[src/rtl/uart_cmd_parser.sv]
// uart_cmd_parser
//   Turns a stream of received UART bytes into decoded commands and queues a
//   one-byte acknowledgement for the UART transmitter.
//
//   A line is one command letter (R, S, C or T, either case), then up to
//   MAX_DIGITS decimal digits, then CR or LF.
//   Each command maps to a code:
//     R -> RUN (0), S -> STOP (1), C -> CLEAR (2), T -> SET (3).
//   T needs at least one digit. R, S and C take no digits.
//
//   Every good line pulses cmd_valid and queues 'K'.
//   Every malformed line pulses cmd_err once and queues '?'.
//
// Ports
//   clk        system clock, rising edge
//   rst        synchronous reset, active low
//   rx_data    byte from the UART receiver
//   rx_done    one-cycle strobe, rx_data valid this cycle
//   tx_busy    UART transmitter busy
//   cmd_valid  one-cycle pulse, command decoded
//   cmd_code   decoded command, held between cmd_valid pulses
//   cmd_arg    SET argument in binary (0 for R/S/C), held between pulses
//   cmd_err    one-cycle pulse, malformed line
//   tx_start   one-cycle send request to the transmitter
//   tx_data    response byte, valid while tx_start is high
module uart_cmd_parser #(
  parameter int MAX_DIGITS = 4
) (
  input  logic        clk,
  input  logic        rst,
  input  logic [7:0]  rx_data,
  input  logic        rx_done,
  input  logic        tx_busy,
  output logic        cmd_valid,
  output logic [1:0]  cmd_code,
  output logic [13:0] cmd_arg,
  output logic        cmd_err,
  output logic        tx_start,
  output logic [7:0]  tx_data
);

  localparam int CNT_W = (MAX_DIGITS < 1) ? 1 : $clog2(MAX_DIGITS + 1);
  localparam logic [CNT_W-1:0] CNT_MAX = CNT_W'(MAX_DIGITS);

  localparam logic [1:0] CODE_RUN   = 2'd0;
  localparam logic [1:0] CODE_STOP  = 2'd1;
  localparam logic [1:0] CODE_CLEAR = 2'd2;
  localparam logic [1:0] CODE_SET   = 2'd3;

  localparam logic [7:0] RESP_OK  = 8'h4B;
  localparam logic [7:0] RESP_ERR = 8'h3F;

  typedef enum logic [1:0] {IDLE, ARG, DISCARD} parse_state_e;
  typedef enum logic {SEND_IDLE, SEND_WAIT} send_state_e;

  parse_state_e      state_q, state_d;
  logic [1:0]        code_q, code_d;
  logic [13:0]       acc_q, acc_d;
  logic [CNT_W-1:0]  cnt_q, cnt_d;
  logic              cmd_valid_q, cmd_valid_d;
  logic              cmd_err_q, cmd_err_d;
  logic [1:0]        cmd_code_q, cmd_code_d;
  logic [13:0]       cmd_arg_q, cmd_arg_d;

  send_state_e       send_state_q, send_state_d;
  logic              wait_done_q, wait_done_d;
  logic              pending_q, pending_d;
  logic [7:0]        pend_byte_q, pend_byte_d;
  logic              tx_start_q, tx_start_d;
  logic [7:0]        tx_data_q, tx_data_d;

  logic              is_term;
  logic              is_digit;
  logic              letter_ok;
  logic [1:0]        letter_code;
  logic              line_good;
  logic              consume;

  // Byte classification. Clearing bit 5 folds lower-case letters onto
  // upper case. Only the two case variants of a letter map to the same value.
  always_comb begin
    is_term     = (rx_data == 8'h0D) || (rx_data == 8'h0A);
    is_digit    = (rx_data >= 8'h30) && (rx_data <= 8'h39);
    letter_ok   = 1'b1;
    letter_code = CODE_RUN;
    case (rx_data & 8'hDF)
      8'h52:   letter_code = CODE_RUN;
      8'h53:   letter_code = CODE_STOP;
      8'h43:   letter_code = CODE_CLEAR;
      8'h54:   letter_code = CODE_SET;
      default: letter_ok = 1'b0;
    endcase
  end

  // A line is good when SET has at least one digit,
  // or when RUN/STOP/CLEAR has no digits.
  assign line_good = (code_q == CODE_SET) ? (cnt_q != '0) : (cnt_q == '0);

  always_comb begin
    state_d     = state_q;
    code_d      = code_q;
    acc_d       = acc_q;
    cnt_d       = cnt_q;
    cmd_valid_d = 1'b0;
    cmd_err_d   = 1'b0;
    cmd_code_d  = cmd_code_q;
    cmd_arg_d   = cmd_arg_q;
    if (rx_done) begin
      case (state_q)
        IDLE: begin
          if (letter_ok) begin
            state_d = ARG;
            code_d  = letter_code;
            acc_d   = '0;
            cnt_d   = '0;
          end else if (!is_term) begin
            cmd_err_d = 1'b1;
            state_d   = DISCARD;
          end
        end
        ARG: begin
          if (is_digit) begin
            if (cnt_q == CNT_MAX) begin
              cmd_err_d = 1'b1;
              state_d   = DISCARD;
            end else begin
              acc_d = acc_q * 14'd10 + 14'(rx_data[3:0]);
              cnt_d = cnt_q + CNT_W'(1);
            end
          end else if (is_term) begin
            state_d = IDLE;
            if (line_good) begin
              cmd_valid_d = 1'b1;
              cmd_code_d  = code_q;
              cmd_arg_d   = (code_q == CODE_SET) ? acc_q : 14'd0;
            end else begin
              cmd_err_d = 1'b1;
            end
          end else begin
            cmd_err_d = 1'b1;
            state_d   = DISCARD;
          end
        end
        DISCARD: begin
          if (is_term) state_d = IDLE;
        end
        default: state_d = IDLE;
      endcase
    end
  end

  // The single pending slot is refilled from this cycle's result pulse.
  // A pulse that lands in the cycle the slot is drained keeps the slot
  // full for the next send.
  assign consume = (send_state_q == SEND_IDLE) && pending_q && !tx_busy;

  always_comb begin
    send_state_d = send_state_q;
    wait_done_d  = wait_done_q;
    pending_d    = pending_q && !consume;
    pend_byte_d  = pend_byte_q;
    tx_start_d   = consume;
    tx_data_d    = consume ? pend_byte_q : tx_data_q;
    if (cmd_valid_q) begin
      pending_d   = 1'b1;
      pend_byte_d = RESP_OK;
    end else if (cmd_err_q) begin
      pending_d   = 1'b1;
      pend_byte_d = RESP_ERR;
    end
    case (send_state_q)
      SEND_IDLE: begin
        if (consume) begin
          send_state_d = SEND_WAIT;
          wait_done_d  = 1'b0;
        end
      end
      SEND_WAIT: begin
        // The first cycle in this state is always spent waiting.
        // This gives the transmitter time to raise tx_busy.
        if (!wait_done_q) wait_done_d = 1'b1;
        else if (!tx_busy) send_state_d = SEND_IDLE;
      end
      default: send_state_d = SEND_IDLE;
    endcase
  end

  always_ff @(posedge clk) begin
    if (!rst) begin
      state_q      <= IDLE;
      code_q       <= CODE_RUN;
      acc_q        <= '0;
      cnt_q        <= '0;
      cmd_valid_q  <= 1'b0;
      cmd_err_q    <= 1'b0;
      cmd_code_q   <= CODE_RUN;
      cmd_arg_q    <= '0;
      send_state_q <= SEND_IDLE;
      wait_done_q  <= 1'b0;
      pending_q    <= 1'b0;
      pend_byte_q  <= 8'h00;
      tx_start_q   <= 1'b0;
      tx_data_q    <= 8'h00;
    end else begin
      state_q      <= state_d;
      code_q       <= code_d;
      acc_q        <= acc_d;
      cnt_q        <= cnt_d;
      cmd_valid_q  <= cmd_valid_d;
      cmd_err_q    <= cmd_err_d;
      cmd_code_q   <= cmd_code_d;
      cmd_arg_q    <= cmd_arg_d;
      send_state_q <= send_state_d;
      wait_done_q  <= wait_done_d;
      pending_q    <= pending_d;
      pend_byte_q  <= pend_byte_d;
      tx_start_q   <= tx_start_d;
      tx_data_q    <= tx_data_d;
    end
  end

  assign cmd_valid = cmd_valid_q;
  assign cmd_err   = cmd_err_q;
  assign cmd_code  = cmd_code_q;
  assign cmd_arg   = cmd_arg_q;
  assign tx_start  = tx_start_q;
  assign tx_data   = tx_data_q;

endmodule

[config.mk]
export PLATFORM = sky130hd
export DESIGN_NAME = uart_cmd_parser
export DESIGN_NICKNAME = d
export VERILOG_FILES = /design/src/rtl/uart_cmd_parser.sv
export SDC_FILE = /design/constraint.sdc
export NUM_CORES = 1
export LEC_CHECK = 0
export ABC_AREA = 1
export BUFFER_PORTS_ARGS = -buffer_cell sky130_fd_sc_hd__buf_4
export CORE_MARGIN = 5
export CORE_UTILIZATION = 52
export CTS_CLUSTER_SIZE = 40
export DETAILED_ROUTE_END_ITERATION = 10
export HOLD_SLACK_MARGIN = 0.02
export PLACE_DENSITY_LB_ADDON = 0.1
export RECOVER_POWER = 50
export SLEW_MARGIN = 20
export SYNTH_ARGS = -nofsm -noshare
export SYNTH_HDL_FRONTEND = slang
export SYNTH_SLANG_ARGS = --single-unit
[constraint.sdc]
create_clock -name clk -period 2.55 [get_ports clk]
set_clock_uncertainty 0.1 [all_clocks]
set_input_delay 0.255 -clock clk [delete_from_list [all_inputs] [get_ports clk]]
set_output_delay 0.255 -clock clk [all_outputs]
set_load 0.01 [all_outputs]
==> results of run 1 <==
## layout make-up
class,instances,area [um^2],area share [%]
Timing Repair Buffer,44,229.0,6.628
Clock buffer,5,68.82,1.992
Inverter,51,191.4,5.541
Tap cell,72,90.09,2.608
Multi-Input combinational cell,301,1821,52.70
Clock inverter,3,68.82,1.992
Sequential cell,49,985.9,28.54
## sequential cells by signal, indices dropped and copies added, names as in the netlist
| register | cells |
|---|---|
| cmd_code | 2 |
| tx_start | 1 |
| cnt_q | 3 |
| acc_q | 14 |
| cmd_valid | 1 |
| state_q | 2 |
| cmd_arg | 14 |
| wait_done_q | 1 |
| cmd_err | 1 |
| pend_byte_q | 3 |
| tx_data | 3 |
| send_state_q | 1 |
| code_q | 2 |
| pending_q | 1 |
## cell families after synthesis
logic type | count (synthesis) | share of synthesized area (%)
adders and majority gates | 26 | 11.24
other | 1 | 0.1238
AOI/OAI and AO/OA | 62 | 12.48
and+or+nand+nor | 203 | 31.61
DFF | 49 | 32.40
buffers and inverters | 66 | 9.546
xor gates and xnor gates | 9 | 2.603
## how the worst min path moves through the flow
stage	endpoint	slack [ps]	from
global placement	tx_data[6]$_SDFFE_PN0P_	330	pend_byte_q[6]$_SDFFE_PN0P_
global route	acc_q[0]$_SDFFE_PN0P_	130	rx_data[0]
detailed placement	tx_data[5]$_SDFFE_PN0P_	340	pend_byte_q[2]$_SDFFE_PP0P_
finish	acc_q[0]$_SDFFE_PN0P_	110	rx_data[0]
CTS	acc_q[0]$_SDFFE_PN0P_	110	rx_data[0]
floorplan	cmd_err$_SDFF_PN0_	270	rx_done
## synthesized netlist by cell type (all sizes together)
library cell  number
and2               2
xnor2              5
buf               13
fa                 2
a22oi              1
clkbuf             2
nor3               7
o21ai             31
a2bb2oi            1
conb               1
ha                24
nand4              3
xor2               4
nand2            104
nor2              32
nand3             50
a21oi             25
nand3b             2
a31oi              3
inv               51
or2                3
dfxtp             49
o22ai              1
## where the power goes
group,internal [W],total (W),switching [W],leakage [nW]
combinational,0.0000349,0.0000991,0.0000642,1.07
clock,0.000395,0.000673,0.000278,0.0687
sequential,0.000776,0.000783,0.00000708,0.398
## worst register-to-register path, delay by kind of cell, from the launching register on
kind	cells	cell delay, ps
AOI/OAI and AO/OA	1	60
adders and majority gates	3	990
DFF	1	350
and+or+nand+nor	8	850
## repair_timing
action | CTS | global route
resized for setup | 0 | 15
setup buffers | 0 | 2
setup endpoints to repair | 0 | 5
## through the flow
| step | util (%) | std cells |
|---|---|---|
| 2_1_floorplan | - | 416 |
| 3_3_place_gp | 59.84 | 515 |
| 3_5_place_dp | 59.84 | 515 |
| 4_1_cts | 62.31 | 523 |
| 5_1_grt | 61.98 | 525 |
| 6_report | 61.98 | 525 |
## layer usage
metal  routed length (um)  share of wire (%)  GRT usage, %  vias up
met5                    0                  0             0        -
met4                   63               0.94         4.249        0
met3                  303                4.5         2.471        4
met2                 3102                 46         29.29       58
met1                 3237                 48         25.00     1223
li1                     -                  -             -     1420
## cell usage in the layout (no fill, tap or decap), types with 2 or more instances in the layout
cell       instances
nand2_1          102
inv_1             49
dfxtp_1           45
nand3_1           43
nor2_1            28
clkbuf_1          27
o21ai_0           21
ha_1              20
a21oi_1           19
buf_4             17
o21ai_2            9
nand3_2            6
a21oi_2            6
nor3_1             5
clkbuf_8           5
xnor2_1            4
xor2_1             4
dfxtp_2            4
nor2_2             3
a31oi_1            3
ha_4               3
nand3b_1           2
or2_2              2
inv_2              2
nand2_2            2
and2_1             2
bufinv_16          2
==> impl_metrics.ini, run 1 <==
[sta]
finalCritPeriodShare_pct = 96.07
setup_violations = 0
worst_slew_pin_slew_ps = 1104
finalHoldViolCount = 0
maxSlewViolCount = 0
min_period_ps = 2450
clock.fmax_ghz = 0.4082
setup_slack_ps = 100.2
relSlewSlack_pct = 26.42
fin_tns_setup_ps = 0
hold_slack_ps = 106.8

[global_route]
antenna_found_initial = 0
grt_pass1_vias = 2464
overflow = 0
grt_pass1_wl_mm = 11.13
grt_max_degree = 28
grt_usage_pct = 17.92

[setup_path]
crit_family = adder cells
cp-startpoint = acc_q[1]$_SDFFE_PN0P_
endpoint = acc_q[13]$_SDFFE_PN0P_
path_buf_inv = 0
cp_slowest_cell = fa_2
r2r_end = acc_q[13]$_SDFFE_PN0P_
crit_path_end_kind = flop
critPathKind = flop to flop
worstReg2RegStart = acc_q[1]$_SDFFE_PN0P_
worstRegToRegCells = 12
rrSetupSlack_ps = 100
cp.arrival_ps = 2540
start_kind = flop
path_cells = ha_4 > ha_4 > fa_2 > nand3_2 > nor2_1 > nand2_1 > nor2_2 > nand3_2 > nor2_1 > nand2_1 > nand3_1 > a21oi_1
cp.depth = 12
slowest_delay_ps = 580
crit_required_ps = 2640
path_max_fanout = 3

[finish]
fin_nets = 490
syn_to_final_growth_pct = 14.09
final_area_um2 = 3455
num-fill-cells = 536
diodes = 0
layout-drive-gt1-share_pct = 15.67

[floorplan]
start_util_pct = 54.32
io_pins = 39
die_x_um = 86.31
core_area_um2 = 5574
die-area_um2 = 7449
fp.dieH_um = 86.31
num_rows = 27

[detailed_routing]
vias = 2705
drtAntennaViolNets = 0
finalWirelength_mm = 6.706
drc = 0
wire_per_inst_um = 12.77
drtIter0Drc = 136
routed_via_density = 5.152
drt-pass1-iter-count = 4

[place]
placed_area_um2 = 3336
pre_cts_ws_ps = 84.64
portBuffers = 37
place_congestion = 0.8301
detailed_place_hpwl_mm = 5.081

[clock_tree]
cts_tree = done
holdBufCountCts = 0
numClockSinks = 49
cts_buffers = 5
cts-root-to-sink-buffers = 2
insertion_delay_ps = 300
root_buffer = clkbuf_8
htreeDepth = 2
clkSlewWorstSetupHoldPaths_ps = 100

[synth]
synth_top_area_share_pct = 32.40
syn_avg_cell_area_um2 = 7.279
ys_seq_area_share_pct = 32.40
synth_warnings = 0
synth_top_cell_by_area = dfxtp_1
ys_seq_elements = 49
syn-num-nets = 454
syn_area_um2 = 3028
synth_cells = 416
ys_top_cells_by_area = dfxtp_1, nand2_1, ha_1
ys_types = 41

[job]
drv_cap = 0

[power]
irDropWorstVdd_mv = 0.3306
p_leak_nw = 1.539
powerDensity_nw_per_um2 = 450.3
total_power_w = 0.001556

[hold_path]
hold_path.class = primary input to flop
whs_path_depth = 3

[status]
status = completed
No activity file was read; power rests on OpenSTA's default activity.
==> run 2, diff against run 1 <==
- CELL_PAD_IN_SITES_DETAIL_PLACEMENT: default -> 0
- CELL_PAD_IN_SITES_GLOBAL_PLACEMENT: default -> 2
- CORE_UTILIZATION: 52 -> 30
==> impl_metrics.ini, run 2 (synthesis results as in run 1) <==
[setup_path]
crit_required_ps = 2680
critPathKind = flop to flop
start_kind = flop
cp.arrival_ps = 2560
path_max_fanout = 3
crit_path_end_kind = flop

[detailed_routing]
wire_per_inst_um = 12.77
drc = 0
vias = 2656
drt-pass1-iter-count = 4
drtIter0Drc = 107
routed_via_density = 4.517
finalWirelength_mm = 7.511
drtAntennaViolNets = 0

[floorplan]
core_area_um2 = 9819
io_pins = 39
die-area_um2 = 12200
fp.dieH_um = 110.5
num_rows = 36
die_x_um = 110.5
start_util_pct = 30.84

[sta]
min_period_ps = 2424
finalCritPeriodShare_pct = 95.06
finalHoldViolCount = 0
relSlewSlack_pct = 22.71
clock.fmax_ghz = 0.4126
hold_slack_ps = 120.7
worst_slew_pin_slew_ps = 1159
maxSlewViolCount = 0
setup_violations = 0

[finish]
fin_nets = 492
final_common_cell = nand2_1
num-fill-cells = 1137
layout-drive-gt1-share_pct = 15.60
final_cell_mix = nand2_1, inv_1, dfxtp_1
seq_area_um2 = 985.9
multi_input_area_um2 = 1803
syn_to_final_growth_pct = 16.53
diodes = 0

[global_route]
grt_pass1_vias = 2553
grt_max_degree = 28
grt_pass1_wl_mm = 12.61
antenna_found_initial = 0
grt_usage_pct = 12.32
overflow = 0

[power]
p_clk_share_pct = 43.1
irDropWorstVdd_mv = 0.2045
p_comb_share_pct = 6.6
p_switching_w = 0.0003511
seqPwrFrac_pct = 50.3
total_power_w = 0.001559
p_int_w = 0.001208
p_leak_nw = 1.541
powerDensity_nw_per_um2 = 441.8
netSwitchingFraction_pct = 22.53

[clock_tree]
cts_buffers = 5
htreeDepth = 2
root_buffer = clkbuf_8
numClockSinks = 49
insertion_delay_ps = 300
cts_tree = done
holdBufCountCts = 0
clkSlewWorstSetupHoldPaths_ps = 100
cts-root-to-sink-buffers = 2

[place]
place_congestion = 0.7880
portBuffers = 37
detailed_place_hpwl_mm = 5.935

[job]
drv_cap = 0

[hold_path]
hold_path.class = primary input to flop

[status]
status = completed
run 2: per-layer routing:
metal	GRT usage, %	routed length [um]	vias to the layer above	share of wire, %
met2	18.41	3169	36	42
li1	-	-	1430	-
met5	0	0	-	0
met3	2.133	220	2	2.9
met1	18.09	4072	1188	54
met4	3.448	48	0	0.64
run 2: power by group through the flow:
stage	sequential (W)	clock (W)	combinational [W]
global placement	0.000802	0	0.000110
CTS	0.000785	0.000700	0.000110
global route	0.000786	0.000719	0.000117
detailed placement	0.000802	0	0.000109
floorplan	0.000801	0	0.0000685
finish	0.000784	0.000672	0.000103
run 2: area by class of cell:
| type | instances | share of cell area, % |
|---|---|---|
| Clock buffer | 5 | 1.950 |
| Clock inverter | 3 | 1.950 |
| Inverter | 51 | 5.426 |
| Multi-Input combinational cell | 301 | 51.10 |
| Sequential cell | 49 | 27.94 |
| Tap cell | 133 | 4.716 |
| Timing Repair Buffer | 46 | 6.915 |
run 2: per-stage QoR:
step	worst slack (ps)	area (um^2)	utilization (%)	setup TNS, ps	std cells
after floorplan	147.0	3028	-	0	416
after global placement	121.4	3435	34.98	0	579
after detailed placement	79.71	3435	34.98	0	579
after CTS	47.98	3572	36.38	0	587
after global routing	-25.67	3528	35.93	-25.67	588
final	126.1	3528	35.93	0	588
run 2: repair_timing:
item / 4_1_cts / 5_1_grt
hold endpoints to repair: 0 / 0
endpoints found under the setup margin: 0 / 4
gates resized for setup: 0 / 13
setup buffers: 0 / 1
run 2: path summary, 6_finish.rpt:
| kind | slack (ps) | startpoint | cells past startpoint | end |
|---|---|---|---|---|
| setup / recovery | 130 | acc_q[1]$_SDFFE_PN0P_ | 11 | acc_q[13]$_SDFFE_PN0P_ |
| hold / removal | 120 | rx_data[0] | 3 | acc_q[0]$_SDFFE_PN0P_ |
| setup reg to reg | 130 | acc_q[1]$_SDFFE_PN0P_ | 11 | acc_q[13]$_SDFFE_PN0P_ |
| hold reg to reg | 350 | pend_byte_q[6]$_SDFFE_PN0P_ | 2 | tx_data[6]$_SDFFE_PN0P_ |
run 2: worst max-delay path, stage by stage, from the launching register on:
cell and delay, ps:
dfxtp_1 400, ha_4 230, ha_4 160, fa_2 540
nand3_1 110, nor2_1 100, nand2_1 80, nor2_2 150
nand3_2 110, o21ai_1 150, nand3_1 80, a21oi_1 150
